$ cat src/rtl/div_pkg.sv
// Shared arithmetic-datapath definitions for the divider (and later the Booth multiplier).
package div_pkg;

  localparam int N_DEFAULT = 6;

  typedef enum logic [1:0] {
    IDLE = 2'd0,
    CALC = 2'd1,
    FIX  = 2'd2,
    DONE = 2'd3
  } div_state_t;

endpackage

$ cat src/rtl/booth_divider_signed_mag.sv
// Combinational two's-complement to {sign, magnitude} converter.
// The magnitude is one bit wider so the most negative value is representable.
module signed_mag #(
  parameter int WIDTH = 8
) (
  input  logic [WIDTH-1:0] value,
  output logic             sign,
  output logic [WIDTH:0]   mag
);

  // Negate negative inputs; the extra MSB keeps -2^(WIDTH-1) exact.
  always_comb begin
    sign = value[WIDTH-1];
    if (sign) begin
      mag = {1'b0, ~value} + {{WIDTH{1'b0}}, 1'b1};
    end else begin
      mag = {1'b0, value};
    end
  end

endmodule

$ cat src/rtl/booth_divider.sv
// Sequential signed restoring divider: 2N-bit dividend / N-bit divisor,
// quotient and remainder truncated toward zero, Start/Done handshake.
module booth_divider
  import div_pkg::*;
#(
  parameter int N = N_DEFAULT
) (
  input  logic           clk,
  input  logic           rst,
  input  logic           Start,
  input  logic [2*N-1:0] dividend,
  input  logic [N-1:0]   divisor,
  output logic [N-1:0]   quotient,
  output logic [N-1:0]   remainder,
  output logic           Done,
  output logic           dz,
  output logic           ovf
);

  localparam int DW = 2 * N;
  localparam int MW = DW + 1;
  localparam int CW = $clog2(DW + 1);
  localparam logic [DW:0] Q_POS_MAX = MW'(2 ** (N - 1) - 1);
  localparam logic [DW:0] Q_NEG_MAX = MW'(2 ** (N - 1));

  div_state_t    state_r, state_nxt_s;
  logic          sd_r, sv_r;
  logic [DW:0]   dvd_mag_r;
  logic [N:0]    dvs_mag_r;
  logic [N+1:0]  prem_r;
  logic [CW-1:0] cnt_r;

  logic          dvd_sign_s, dvs_sign_s;
  logic [DW:0]   dvd_mag_s;
  logic [N:0]    dvs_mag_s;
  logic          accept_s, dz_s;
  logic [N+2:0]  shifted_s, trial_s;
  logic          q_bit_s;
  logic [N+1:0]  prem_nxt_s;
  logic          q_neg_s, ovf_s;
  logic [N-1:0]  q_fix_s, r_fix_s;

  signed_mag #(.WIDTH(DW)) u_dvd_mag (
    .value (dividend),
    .sign  (dvd_sign_s),
    .mag   (dvd_mag_s)
  );

  signed_mag #(.WIDTH(N)) u_dvs_mag (
    .value (divisor),
    .sign  (dvs_sign_s),
    .mag   (dvs_mag_s)
  );

  // Next-state logic; Start is only honoured in IDLE or DONE.
  always_comb begin
    state_nxt_s = state_r;
    accept_s    = 1'b0;
    dz_s        = (divisor == {N{1'b0}});
    case (state_r)
      IDLE, DONE: begin
        if (Start) begin
          accept_s    = 1'b1;
          state_nxt_s = dz_s ? DONE : CALC;
        end else begin
          state_nxt_s = state_r;
        end
      end
      CALC: begin
        if (cnt_r == CW'(1)) begin
          state_nxt_s = FIX;
        end else begin
          state_nxt_s = CALC;
        end
      end
      FIX:     state_nxt_s = DONE;
      default: state_nxt_s = IDLE;
    endcase
  end

  // One unsigned restoring step plus the sign/overflow fix-up of the magnitudes.
  always_comb begin
    shifted_s = {prem_r, dvd_mag_r[DW-1]};
    trial_s   = shifted_s - {2'b00, dvs_mag_r};
    q_bit_s   = ~trial_s[N+2];
    if (q_bit_s) begin
      prem_nxt_s = trial_s[N+1:0];
    end else begin
      prem_nxt_s = shifted_s[N+1:0];
    end
    q_neg_s = sd_r ^ sv_r;
    if (q_neg_s) begin
      ovf_s   = (dvd_mag_r > Q_NEG_MAX);
      q_fix_s = ~dvd_mag_r[N-1:0] + N'(1);
    end else begin
      ovf_s   = (dvd_mag_r > Q_POS_MAX);
      q_fix_s = dvd_mag_r[N-1:0];
    end
    if (sd_r) begin
      r_fix_s = ~prem_r[N-1:0] + N'(1);
    end else begin
      r_fix_s = prem_r[N-1:0];
    end
  end

  // State, datapath and registered outputs.
  always_ff @(posedge clk) begin
    if (rst) begin
      state_r   <= IDLE;
      sd_r      <= 1'b0;
      sv_r      <= 1'b0;
      dvd_mag_r <= {MW{1'b0}};
      dvs_mag_r <= {(N + 1){1'b0}};
      prem_r    <= {(N + 2){1'b0}};
      cnt_r     <= {CW{1'b0}};
      quotient  <= {N{1'b0}};
      remainder <= {N{1'b0}};
      Done      <= 1'b0;
      dz        <= 1'b0;
      ovf       <= 1'b0;
    end else begin
      state_r <= state_nxt_s;
      case (state_r)
        IDLE, DONE: begin
          if (accept_s) begin
            sd_r      <= dvd_sign_s;
            sv_r      <= dvs_sign_s;
            dvd_mag_r <= dvd_mag_s;
            dvs_mag_r <= dvs_mag_s;
            prem_r    <= {(N + 2){1'b0}};
            cnt_r     <= CW'(DW);
            ovf       <= 1'b0;
            dz        <= dz_s;
            if (dz_s) begin
              quotient  <= {N{1'b0}};
              remainder <= {N{1'b0}};
              Done      <= 1'b1;
            end else begin
              Done <= 1'b0;
            end
          end
        end
        CALC: begin
          // Bit DW of the magnitude is always 0 and is held; the quotient grows from the LSB.
          prem_r    <= prem_nxt_s;
          dvd_mag_r <= {dvd_mag_r[DW], dvd_mag_r[DW-2:0], q_bit_s};
          cnt_r     <= cnt_r - CW'(1);
        end
        FIX: begin
          ovf  <= ovf_s;
          Done <= 1'b1;
          if (ovf_s) begin
            quotient  <= {N{1'b0}};
            remainder <= {N{1'b0}};
          end else begin
            quotient  <= q_fix_s;
            remainder <= r_fix_s;
          end
        end
        default: begin
        end
      endcase
    end
  end

endmodule

$ cat config.mk
export PLATFORM = sky130hd
export DESIGN_NAME = booth_divider
export DESIGN_NICKNAME = d
export VERILOG_FILES = /design/src/rtl/div_pkg.sv /design/src/rtl/booth_divider_signed_mag.sv /design/src/rtl/booth_divider.sv
export SDC_FILE = /design/constraint.sdc
export NUM_CORES = 1
export LEC_CHECK = 0
export BUFFER_PORTS_ARGS = -buffer_cell sky130_fd_sc_hd__buf_2
export CELL_PAD_IN_SITES_DETAIL_PLACEMENT = 0
export CELL_PAD_IN_SITES_GLOBAL_PLACEMENT = 1
export CORE_UTILIZATION = 48
export CTS_CLUSTER_SIZE = 40
export DETAILED_ROUTE_END_ITERATION = 7
export PLACE_DENSITY = 0.86
export SLEW_MARGIN = 20
export SYNTH_ARGS = -nofsm -noshare
export SYNTH_HDL_FRONTEND = slang
export SYNTH_HIERARCHICAL = 1
export SYNTH_SLANG_ARGS = --single-unit
export TNS_END_PERCENT = 20
$ cat constraint.sdc
create_clock -name clk -period 4.2 [get_ports clk]
set_input_delay 0.21 -clock clk [delete_from_list [all_inputs] [get_ports clk]]
set_output_delay 0.21 -clock clk [all_outputs]
set_load 0.01 [all_outputs]
==> out/metrics.yaml, run 1 <==
slew_viol_final: 0
crit_chain: "inv_1 > ha_1 > fa_1 > nand2b_1 > a211o_1 > a211oi_2 > mux2i_1 > a22o_1"
synth_fa_ha_area_share_pct: 6.73
dpl_cell_area_sq_mm: 0.00341
finalSetupViolCount: 0
io_buffers: 35
antennaDiodeCount: 0
rsz0062_at_grt: "false"
tightest_slew_ns: 1.00
muxShareOfSynthArea_pct: 4.59
io_pins: 36
leakagePower_nw: 1.42
outcome: "complete, but fails checks"
setup-tns-final_ns: 0
period_needed_ns: 2.71
layout-drive-gt1-share_pct: 15.0
ys_types: 65
areaGrowthSynthToFinish_pct: 7.38
dieWidth_um: 84.5
ys_warn_count: 6
fill_cells: 615
reg2reg_to: "prem_r[1]$_SDFFE_PP0P_"
cp.required_ns: 4.40
r2r_cells: 8
die_area_sq_mm: 0.00715
final_cell_area_sq_mm: 0.00351
irDropWorstVdd_v: 0.000497
fin_hold_ws_ns: 0.206
clk_path_buf_depth: 2
cts-htree-levels: 2
numCtsBuffers: 5
wl_per_cell_um: 13.1
post-cts-setup-buffers: 0
yosys.area_share.simple_pct: 21.9
synthTopCellsByArea: "dfxtp_1 31%, ha_1 6.1%, nand2_1 6.1%"
fin_nets: 458
viasPerCell: 5.55
ff_latch_area_sq_mm: 0.00102
synth_xor_area_share_pct: 6.12
clock-sinks: 51
yosysTopAreaCell: "dfxtp_1"
grt_pass1_wl_um: 11400
place.gp.congestion: 0.894
crit_slowest_cell: "a211oi_2"
syn-cell-area_sq_mm: 0.00327
ys_ff_latch: 51
cts_resized: 0
netlist_instances: 399
cp-end-kind: "flop"
min_path_cells: 3
start_kind: "flop"
grt_pass1_vias: 2508
grt-ovfl-total: 0
clkTransAtPathRegs_ns: 0.09
synth_top_family_by_area: "compound AO/OA/AOI/OAI gates"
drt_iter0_drc: 110
slew_headroom_pct: 33.1
root_buffer: "clkbuf_8"
cap_violations: 0
syn_nets: 437
drc: 2
cts_hold_buf: 0
num_vias: 2757
multi_input_area_sq_mm: 0.00201
cpLargestDelayFamily: "compound AO/OA/AOI/OAI gates"
first_pass_iters: 6
start_util_pct: 50.6
min_to: "sd_r$_SDFFE_PP0P_"
rrSetupSlack_ns: 1.49
cts_tree: "built"
dp_hpwl_um: 4960
synth-edff-count: 0
synth_top_cell_area_share_pct: 31.2
cp.arrival_ns: 2.91
core-area_sq_mm: 0.00646
ys_async_sr_fraction_pct: 0
ant_nets: 0
avgSynthCellArea_sq_um: 8.20
worstHoldPathType: "in -> reg"
fp.dieH_um: 84.5
violations: "design-rule violations"
grt_start_max_net_pins: 38
yosys_most_used_dff: "dfxtp_1"
final_cells: 497
finClkSkew_ns: 0.00703
p_per_area_mw_per_mm2: 672
critPathMaxStageDelay_ns: 0.67
worstReg2RegStart: "dvd_mag_r[11]$_SDFFE_PP0P_"
finalCritPeriodShare_pct: 64.6
antenna_found_initial: 0
worstSetupPathType: "reg -> reg"
drt_wl_total_um: 6530
place_inst: 490
hold_viol: 0
synth_compound_area_share_pct: 22.0
cp.buffers_inverters: 1
ys_seq_area_share_pct: 31.2
clock_latency_ns: 0.30
rows: 29
timing.critical_path.fanout_max: 11
fmax_mhz: 369
gr-usage-all-layers_pct: 19.4
hp-start: "dividend[11]"
## worst register-to-register path, cell delays in order, from the launching register on
cell and delay, ns:
dfxtp_1 0.34, inv_1 0.07, ha_1 0.22, fa_1 0.41
nand2b_1 0.20, a211o_1 0.31, a211oi_2 0.67, mux2i_1 0.17
a22o_1 0.23
## stage by stage
step | util [%] | total power, mW | worst slack [ns]
5_1_grt | 54.4 | 2.57 | 1.33
3_3_place_gp | 52.8 | 2.03 | 1.54
6_report | 54.4 | 2.36 | 1.49
3_5_place_dp | 52.8 | 2.04 | 1.52
4_1_cts | 54.4 | 2.38 | 1.49
2_1_floorplan | - | 1.82 | 1.97
## layout by cell type, fill, tap and decap left out, drive strengths merged, types with 3 or more instances in the layout
master  count
nand2      53
xor2       10
or4         3
xnor2      12
nand3       5
nand2b      7
clkbuf      6
nand3b      5
or3         3
o31ai       3
a21oi      28
dfxtp      51
o21ai      25
buf        37
nand4b      3
nor4        3
a211oi     17
inv        24
a22o        3
mux2i      15
ha         16
o211ai      5
nor2       36
a31oi       5
nor3       11
## state kept, by name, indices dropped and copies added (netlist names)
register	flops
Done	1
cnt_r	4
dvd_mag_r	13
dvs_mag_r	7
dz	1
ovf	1
prem_r	8
quotient	6
remainder	6
sd_r	1
state_r	2
sv_r	1
## logic make-up (layout without fill, tap and decap cells)
logic type,after synthesis,after routing
AOI/OAI and AO/OA,102,102
xor gates and xnor gates,22,22
adders and majority gates,17,17
buffers and inverters,47,68
DFF,51,51
muxes,15,15
other,2,2
and+or+nand+nor,143,143
## synth_stat cells, drive strengths merged (2+ instances only)
master,count
nand3,5
o31ai,3
and4b,2
or2,2
o21ai,25
or4,3
o41ai,2
inv,24
mux2i,15
dfxtp,51
a31oi,5
nand4b,3
nand2b,7
nor3,11
ha,16
clkbuf,7
and3,2
o21a,2
nand2,53
or3,3
a211oi,17
xor2,10
nor4,3
conb,2
a211o,2
nor2b,2
nand3b,5
a22o,3
nor2,36
a21oi,28
buf,16
xnor2,12
o211ai,5
## layout make-up
cell class                      instances  share of cell area, %
Multi-Input combinational cell        301                   57.3
Timing Repair Buffer                   37                   5.42
Tap cell                               77                   2.74
Inverter                               24                   2.57
Clock inverter                          1                  0.855
Clock buffer                            6                   2.07
Sequential cell                        51                   29.1
## how the worst max path moves through the flow
stage                                      to                  startpoint  slack (ns)  cells past startpoint
finish                 prem_r[1]$_SDFFE_PP0P_  dvd_mag_r[11]$_SDFFE_PP0P_        1.49                      8
global route        dvd_mag_r[0]$_SDFFE_PP0P_  dvd_mag_r[11]$_SDFFE_PP0P_        1.33                      8
CTS                    prem_r[1]$_SDFFE_PP0P_  dvd_mag_r[11]$_SDFFE_PP0P_        1.49                      8
detailed placement     prem_r[1]$_SDFFE_PP0P_  dvd_mag_r[11]$_SDFFE_PP0P_        1.52                      8
global placement       prem_r[0]$_SDFFE_PP0P_  dvd_mag_r[11]$_SDFFE_PP0P_        1.54                      8
floorplan              prem_r[1]$_SDFFE_PP0P_  dvd_mag_r[11]$_SDFFE_PP0P_        1.97                      9
## power breakdown
part | internal [mW] | total, mW | leakage (nW) | switching, mW
Clock | 0.175 | 0.327 | 0.0513 | 0.152
Combinational | 0.524 | 1.29 | 0.955 | 0.765
Sequential | 0.610 | 0.745 | 0.417 | 0.135
## layer usage
| metal | wire length, um | part of all wire (%) | GRT usage [%] | up-vias |
|---|---|---|---|---|
| met5 | 0 | 0 | 0 | - |
| met4 | 55 | 0.84 | 4.62 | 0 |
| met3 | 231 | 3.5 | 2.95 | 7 |
| met2 | 2960 | 45 | 32.2 | 57 |
| met1 | 3290 | 50 | 26.5 | 1246 |
| li1 | - | - | - | 1447 |
Power figures use the tool's default switching activity.
==> inputs of run 2 (changes only) <==
--- a/config.mk
+++ b/config.mk
@@ -8,10 +8,10 @@
 export BUFFER_PORTS_ARGS = -buffer_cell sky130_fd_sc_hd__buf_2
 export CELL_PAD_IN_SITES_DETAIL_PLACEMENT = 0
 export CELL_PAD_IN_SITES_GLOBAL_PLACEMENT = 1
-export CORE_UTILIZATION = 48
+export CORE_UTILIZATION = 40
 export CTS_CLUSTER_SIZE = 40
 export DETAILED_ROUTE_END_ITERATION = 7
-export PLACE_DENSITY = 0.86
+export PLACE_DENSITY = 0.76
 export SLEW_MARGIN = 20
 export SYNTH_ARGS = -nofsm -noshare
 export SYNTH_HDL_FRONTEND = slang
==> constraint.sdc (replaced) <==
create_clock -name clk -period 2.31 [get_ports clk]
set_input_delay 0.1155 -clock clk [delete_from_list [all_inputs] [get_ports clk]]
set_output_delay 0.1155 -clock clk [all_outputs]
set_load 0.01 [all_outputs]
==> out/metrics.yaml, run 2 (same netlist as run 1, synthesis figures left out) <==
outcome: "finished, final reports clean"
sw_frac_of_total_pct: 43.7  # -0.86 points
final_cell_mix: "53 x nand2_1, 50 x dfxtp_1, 36 x nor2_1, 36 x buf_2, 28 x a21oi_1"
worstReg2RegStart: "dvd_mag_r[11]$_SDFFE_PP0P_"
num_vias: 2832  # +2.7%
first_pass_iters: 5  # -1
io_pins: 36  # unchanged
dieWidth_um: 92.4  # +9.3%
fp.dieH_um: 92.4  # +9.3%
start_kind: "flop"
reg2reg_to: "prem_r[2]$_SDFFE_PP0P_"
min_to: "sd_r$_SDFFE_PP0P_"
slew_viol_final: 0  # unchanged
p_clk_share_pct: 12.1  # -1.7 points
cts_tree: "built"
antennaDiodeCount: 0  # unchanged
wl_per_cell_um: 13.1  # -0.73%
clock_latency_ns: 0.30  # about the same
cts-htree-levels: 2  # unchanged
cp-end-kind: "flop"
period_needed_ns: 2.20  # -0.512 ns
viasPerCell: 5.20  # -6.3%
hold_viol: 0  # unchanged
start_util_pct: 41.9  # -8.7 points
grt_pass1_vias: 2580  # +2.9%
timing.critical_path.fanout_max: 5  # -6
dpl_worst_slack_ns: 0.0595  # -1.46 ns
largest_reg_flops: 13  # unchanged
place_inst: 534  # +9.0%
clock-sinks: 51  # unchanged
areaGrowthSynthToFinish_pct: 13.9
top_regs: "dvd_mag_r: 13 flops, prem_r: 8 flops, dvs_mag_r: 7 flops"
slew_headroom_pct: 56.8  # +24 points
worstSetupPathType: "reg -> reg"
leakagePower_nw: 1.53  # +7.5%
dpl_cell_area_sq_mm: 0.00358  # +5.1%
gr-usage-all-layers_pct: 17.2  # -2.2 points
final_common_cell: "nand2_1"
drt_iter0_drc: 115  # +4.5%
die_area_sq_mm: 0.00854  # +20%
r2r_cells: 9  # +1
p_seq_share_pct: 28.8  # -2.8 points
clk_path_buf_depth: 2  # unchanged
rrSetupSlack_ns: 0.11  # -1.38 ns
clkTransAtPathRegs_ns: 0.09  # about the same
fmax_mhz: 455  # +23%
dp_hpwl_um: 5390  # +8.7%
finalSetupViolCount: 0  # unchanged
antenna_found_initial: 0  # unchanged
worstHoldPathType: "in -> reg"
finalCritPeriodShare_pct: 95.2  # +31 points
finClkSkew_ns: 0.00592  # -0.00111 ns
min_path_cells: 3  # unchanged
fill_cells: 781  # +27%
grt-ovfl-total: 0  # unchanged
irDropWorstVdd_v: 0.000877  # +76%
fin_ws_ns: 0.111  # -1.38 ns
core-area_sq_mm: 0.00781  # +21%
rows: 32  # +10%
drt_wl_total_um: 7110  # +8.9%
cap_violations: 0  # unchanged
rsz0062_at_grt: "false"
switchingPower_mw: 2.04  # +94%
grt_start_max_net_pins: 22  # -42%
tightest_slew_ns: 0.643  # -0.361 ns
p_per_area_mw_per_mm2: 1260  # +87%
final_cell_area_sq_mm: 0.00372  # +6.1%
drc: 0  # -2
p_comb_share_pct: 59.1  # +4.5 points
fin_util_pct: 47.7  # -6.7 points
place.gp.congestion: 0.882  # -1.3%
hp-start: "dividend[11]"
fin_hold_ws_ns: 0.113  # -0.0922 ns
cp.arrival_ns: 2.39  # -0.52 ns
power.total_mw: 4.68  # +98%
power.internal_mw: 2.63  # +100%
cp.required_ns: 2.50  # -1.90 ns
layout-drive-gt1-share_pct: 20.5  # +5.5 points
numCtsBuffers: 5  # unchanged
fin_nets: 480  # +4.8%
io_buffers: 35  # unchanged
final_cells: 545  # +9.7%
grt_pass1_wl_um: 12000  # +4.8%
largest-register: "dvd_mag_r"
root_buffer: "clkbuf_8"
setup-tns-final_ns: 0  # unchanged
ant_nets: 0  # unchanged
==> run 2: metal layers <==
layer,vias up,routed length [um],track usage [%]
li1,1487,-,-
met1,1303,3690,24.0
met2,40,3170,27.8
met3,2,224,2.71
met4,0,30,3.91
met5,-,0,0
==> run 2: critical path, cell delays in order (launching register included) <==
cell	delay, ns
dfxtp_2	0.34
inv_1	0.05
ha_2	0.19
fa_2	0.34
nand2b_4	0.15
a211o_1	0.32
a211oi_2	0.28
buf_6	0.17
mux2i_1	0.07
a22o_1	0.20
==> run 2: cell type report <==
class | count | area, sq um | share of cell area (%)
multi-input cells | 301 | 2020 | 54.4
clock buffers | 7 | 96.3 | 2.59
flip-flops and latches | 51 | 1020 | 27.4
well taps | 102 | 128 | 3.43
repair buffers | 59 | 357 | 9.57
clock inverters | 1 | 7.51 | 0.202
inverters | 24 | 90.1 | 2.42
==> run 2: worst max path at each step <==
stage | startpoint | to | slack [ns] | cells after the start
floorplan | dvd_mag_r[11]$_SDFFE_PP0P_ | prem_r[1]$_SDFFE_PP0P_ | 0.08 | 9
global placement | dvd_mag_r[11]$_SDFFE_PP0P_ | prem_r[2]$_SDFFE_PP0P_ | 0.11 | 9
detailed placement | dvd_mag_r[11]$_SDFFE_PP0P_ | prem_r[2]$_SDFFE_PP0P_ | 0.06 | 9
CTS | dvd_mag_r[11]$_SDFFE_PP0P_ | prem_r[2]$_SDFFE_PP0P_ | 0.04 | 9
global route | dvd_mag_r[11]$_SDFFE_PP0P_ | prem_r[1]$_SDFFE_PP0P_ | 0.01 | 9
finish | dvd_mag_r[11]$_SDFFE_PP0P_ | prem_r[2]$_SDFFE_PP0P_ | 0.11 | 9
==> run 2: power groups by stage <==
stage	registers, mW	logic, mW	clock network [mW]
3_5_place_dp	1.36	2.58	0
6_report	1.35	2.76	0.566
5_1_grt	1.39	3.05	0.619
4_1_cts	1.34	2.59	0.586
2_1_floorplan	1.31	2.00	0
3_3_place_gp	1.36	2.57	0
==> run 2: timing repair <==
item	in CTS	in global routing
hold buffers	0	0
endpoints found under the setup margin	0	5
resized for setup	0	6
setup buffers	0	2
==> inputs of run 3 (changes only) <==
--- a/config.mk
+++ b/config.mk
@@ -5,10 +5,11 @@
 export SDC_FILE = /design/constraint.sdc
 export NUM_CORES = 1
 export LEC_CHECK = 0
+export ABC_AREA = 1
 export BUFFER_PORTS_ARGS = -buffer_cell sky130_fd_sc_hd__buf_2
 export CELL_PAD_IN_SITES_DETAIL_PLACEMENT = 0
 export CELL_PAD_IN_SITES_GLOBAL_PLACEMENT = 1
-export CORE_UTILIZATION = 40
+export CORE_UTILIZATION = 38
 export CTS_CLUSTER_SIZE = 40
 export DETAILED_ROUTE_END_ITERATION = 7
 export PLACE_DENSITY = 0.76
==> out/metrics.yaml, run 3 <==
irDropWorstVdd_v: 0.000510  # -42%
ant_nets: 0  # unchanged
io_pins: 36  # unchanged
synthMostInstantiatedCell: "nand2_1"
place_inst: 639  # +20%
grt-ovfl-total: 0  # unchanged
syn_nets: 553  # +27%
num_vias: 3163  # +12%
critPathMaxStageDelay_ns: 0.41  # +0.07 ns
finalSetupViolCount: 0  # unchanged
grt_pass1_wl_um: 13600  # +14%
timing.critical_path.fanout_max: 9  # +4
drt_iter0_drc: 135  # +17%
avgSynthCellArea_sq_um: 6.62  # -19%
areaGrowthSynthToFinish_pct: 9.07
fp.dieH_um: 96.7  # +4.6%
finClkSkew_ns: 0.00878  # +0.00286 ns
worstSetupPathType: "reg -> reg"
syn-cell-area_sq_mm: 0.00341  # +4.2%
outcome: "finished, final reports clean"
numCtsBuffers: 5  # unchanged
post-cts-setup-buffers: 0  # unchanged
clk_path_buf_depth: 2  # unchanged
ys_ff_latch: 51  # unchanged
power.total_mw: 5.54  # +18%
leakagePower_nw: 1.73  # +13%
start_util_pct: 39.1  # -2.8 points
setup-tns-final_ns: 0  # unchanged
rrSetupSlack_ns: 0.18  # +0.07 ns
min_to: "dvs_mag_r[0]$_SDFFE_PP0P_"
cts_tree: "built"
fmax_mhz: 469  # +3.2%
cp.arrival_ns: 2.38  # about the same
final_cell_mix: "125 x nand2_1, 63 x inv_1, 51 x dfxtp_1, 51 x nand3_1, 37 x a21oi_1"
gr-usage-all-layers_pct: 17.5  # +0.32 points
clkTransAtPathRegs_ns: 0.09  # about the same
first_pass_iters: 5  # unchanged
synth-edff-count: 0  # unchanged
die_area_sq_mm: 0.00935  # +9.5%
final_common_cell: "nand2_1"
cp-end-kind: "flop"
crit_slowest_cell: "fa_1"
cpLargestDelayFamily: "simple AND/OR/NAND/NOR gates"
synth_top_cell_area_share_pct: 30.0  # -1.3 points
finalCritPeriodShare_pct: 92.3  # -2.9 points
cp.buffers_inverters: 3  # +1
rows: 34  # +6.3%
fin_hold_ws_ns: 0.119  # +0.00537 ns
ys_seq_area_share_pct: 30.0  # -1.3 points
multi_input_area_sq_mm: 0.00198  # -2.0%
yosys_most_used_dff: "dfxtp_1"
final_cells: 647  # +19%
slew_viol_final: 0  # unchanged
wl_per_cell_um: 12.4  # -5.2%
antenna_found_initial: 0  # unchanged
ff_latch_area_sq_mm: 0.00102  # -0.12%
dp_hpwl_um: 6200  # +15%
ys_async_sr_fraction_pct: 0  # unchanged
dpl_worst_slack_ns: 0.209  # +0.149 ns
dieWidth_um: 96.7  # +4.6%
crit_chain: "inv_1 > ha_1 > fa_1 > inv_1 > nand2_1 > nand2_1 > nand3_2 > nand2_2 > nand2_2 > nand2_4 > nand2_1 > nand3_1 > nand3_1 > inv_2"
hp-start: "divisor[0]"
clock_latency_ns: 0.31  # about the same
ys_warn_count: 6  # unchanged
p_per_area_mw_per_mm2: 1490  # +19%
clock-sinks: 51  # unchanged
start_kind: "flop"
drt_wl_total_um: 8000  # +12%
period_needed_ns: 2.13  # -0.0677 ns
antennaDiodeCount: 0  # unchanged
yosysTopAreaCell: "dfxtp_1"
ys_types: 42  # -35%
worstReg2RegStart: "dvd_mag_r[11]$_SDFFE_PP0P_"
root_buffer: "clkbuf_8"
worstHoldPathType: "in -> reg"
fin_nets: 576  # +20%
fill_cells: 934  # +20%
cap_violations: 0  # unchanged
cts_hold_buf: 0  # unchanged
io_buffers: 35  # unchanged
reg2reg_to: "dvd_mag_r[0]$_SDFFE_PP0P_"
slew_headroom_pct: 59.6  # +2.8 points
tightest_slew_ns: 0.605  # -0.0381 ns
hold_viol: 0  # unchanged
rsz0062_at_grt: "false"
grt_pass1_vias: 2840  # +10%
synthTopCellsByArea: "dfxtp_1 30%, nand2_1 14%, nand3_1 7.5%"
cp.required_ns: 2.56  # +0.06 ns
grt_start_max_net_pins: 29  # +32%
fin_ws_ns: 0.178  # +0.0677 ns
place.gp.congestion: 0.825  # -6.4%
top_regs: "dvd_mag_r: 13 flops, prem_r: 8 flops, dvs_mag_r: 7 flops"
cts-htree-levels: 2  # unchanged
largest_reg_flops: 13  # unchanged
synth_common_cells: "125 x nand2_1, 63 x inv_1, 51 x dfxtp_1, 51 x nand3_1, 37 x a21oi_1"
min_path_cells: 3  # unchanged
viasPerCell: 4.89  # -5.9%
critPathMostFrequentCell: "nand2_1"
layout-drive-gt1-share_pct: 14.8  # -5.7 points
largest-register: "dvd_mag_r"
core-area_sq_mm: 0.00872  # +12%
netlist_instances: 515  # +29%
drc: 0  # unchanged
r2r_cells: 14  # +5
## run 3: changes by cell type after synthesis, sizes merged, moves of 5 or more
cell    previous run  this run
o21ai             25        36
mux2i             15         0
inv               24        72
o211ai             5         0
nor3              11         5
nand4              1         6
nand2             53       133
nand3              5        55
nand2b             7         0
xnor2             12         3
a211oi            17         1
a21oi             28        43
## run 3: report_power, final
part / total (mW) / internal (mW) / switching (mW)
clock: 0.544 / 0.246 / 0.298
combinational: 3.59 / 1.25 / 2.34
sequential: 1.41 / 1.16 / 0.251
## run 3: through the flow
stage / instance area [sq um] / util [%]
global route: 3720 / 42.6
finish: 3720 / 42.6
floorplan: 3410 / -
detailed placement: 3620 / 41.5
global placement: 3620 / 41.5
CTS: 3710 / 42.6
## run 3: cell families (layout without fill, tap and decap cells)
group | Yosys count | count (layout) | share of synthesized area, %
adder cells (fa/ha/maj) | 17 | 17 | 6.46
XOR/XNOR | 16 | 16 | 4.55
other | 2 | 2 | 0.220
AND/OR/NAND/NOR | 240 | 240 | 31.4
AO/OA/AOI/OAI | 93 | 93 | 15.4
buffers and inverters | 96 | 120 | 12.0
flip-flops | 51 | 51 | 30.0
## run 3: what timing repair did
| action | in CTS | in global routing |
|---|---|---|
| endpoints found under the setup margin | 0 | 1 |
| hold endpoints to repair | 0 | 0 |
| resized for setup | 0 | 1 |
## run 3: how the worst max path moves through the flow
stage | from | slack, ns | to | cells past startpoint
2_1_floorplan | dvd_mag_r[11]$_SDFFE_PP0P_ | 0.43 | prem_r[7]$_SDFFE_PP0P_ | 13
3_5_place_dp | dvd_mag_r[11]$_SDFFE_PP0P_ | 0.21 | dvd_mag_r[0]$_SDFFE_PP0P_ | 14
3_3_place_gp | dvd_mag_r[11]$_SDFFE_PP0P_ | 0.26 | dvd_mag_r[0]$_SDFFE_PP0P_ | 14
6_report | dvd_mag_r[11]$_SDFFE_PP0P_ | 0.18 | dvd_mag_r[0]$_SDFFE_PP0P_ | 14
4_1_cts | dvd_mag_r[11]$_SDFFE_PP0P_ | 0.17 | dvd_mag_r[0]$_SDFFE_PP0P_ | 14
5_1_grt | dvd_mag_r[11]$_SDFFE_PP0P_ | 0.03 | dvd_mag_r[0]$_SDFFE_PP0P_ | 14
## run 3: tightest hold or removal path, stage by stage
cell	delay, ns
buf_2	0.12
o21ai_1	0.08
nor2_1	0.07
## run 3: metal layers
layer	vias to the layer above	share of wire, %	GRT usage, %
li1	1695	-	-
met1	1430	51	24.1
met2	34	47	29.0
met3	4	1.6	2.31
met4	0	0.52	4.25
met5	-	0	0
## run 3: final cells by class
class,count,area share (%)
Clock buffer,7,2.32
Clock inverter,1,0.236
Inverter,72,7.27
Multi-Input combinational cell,368,53.3
Sequential cell,51,27.5
Tap cell,108,3.64
Timing Repair Buffer,40,5.72
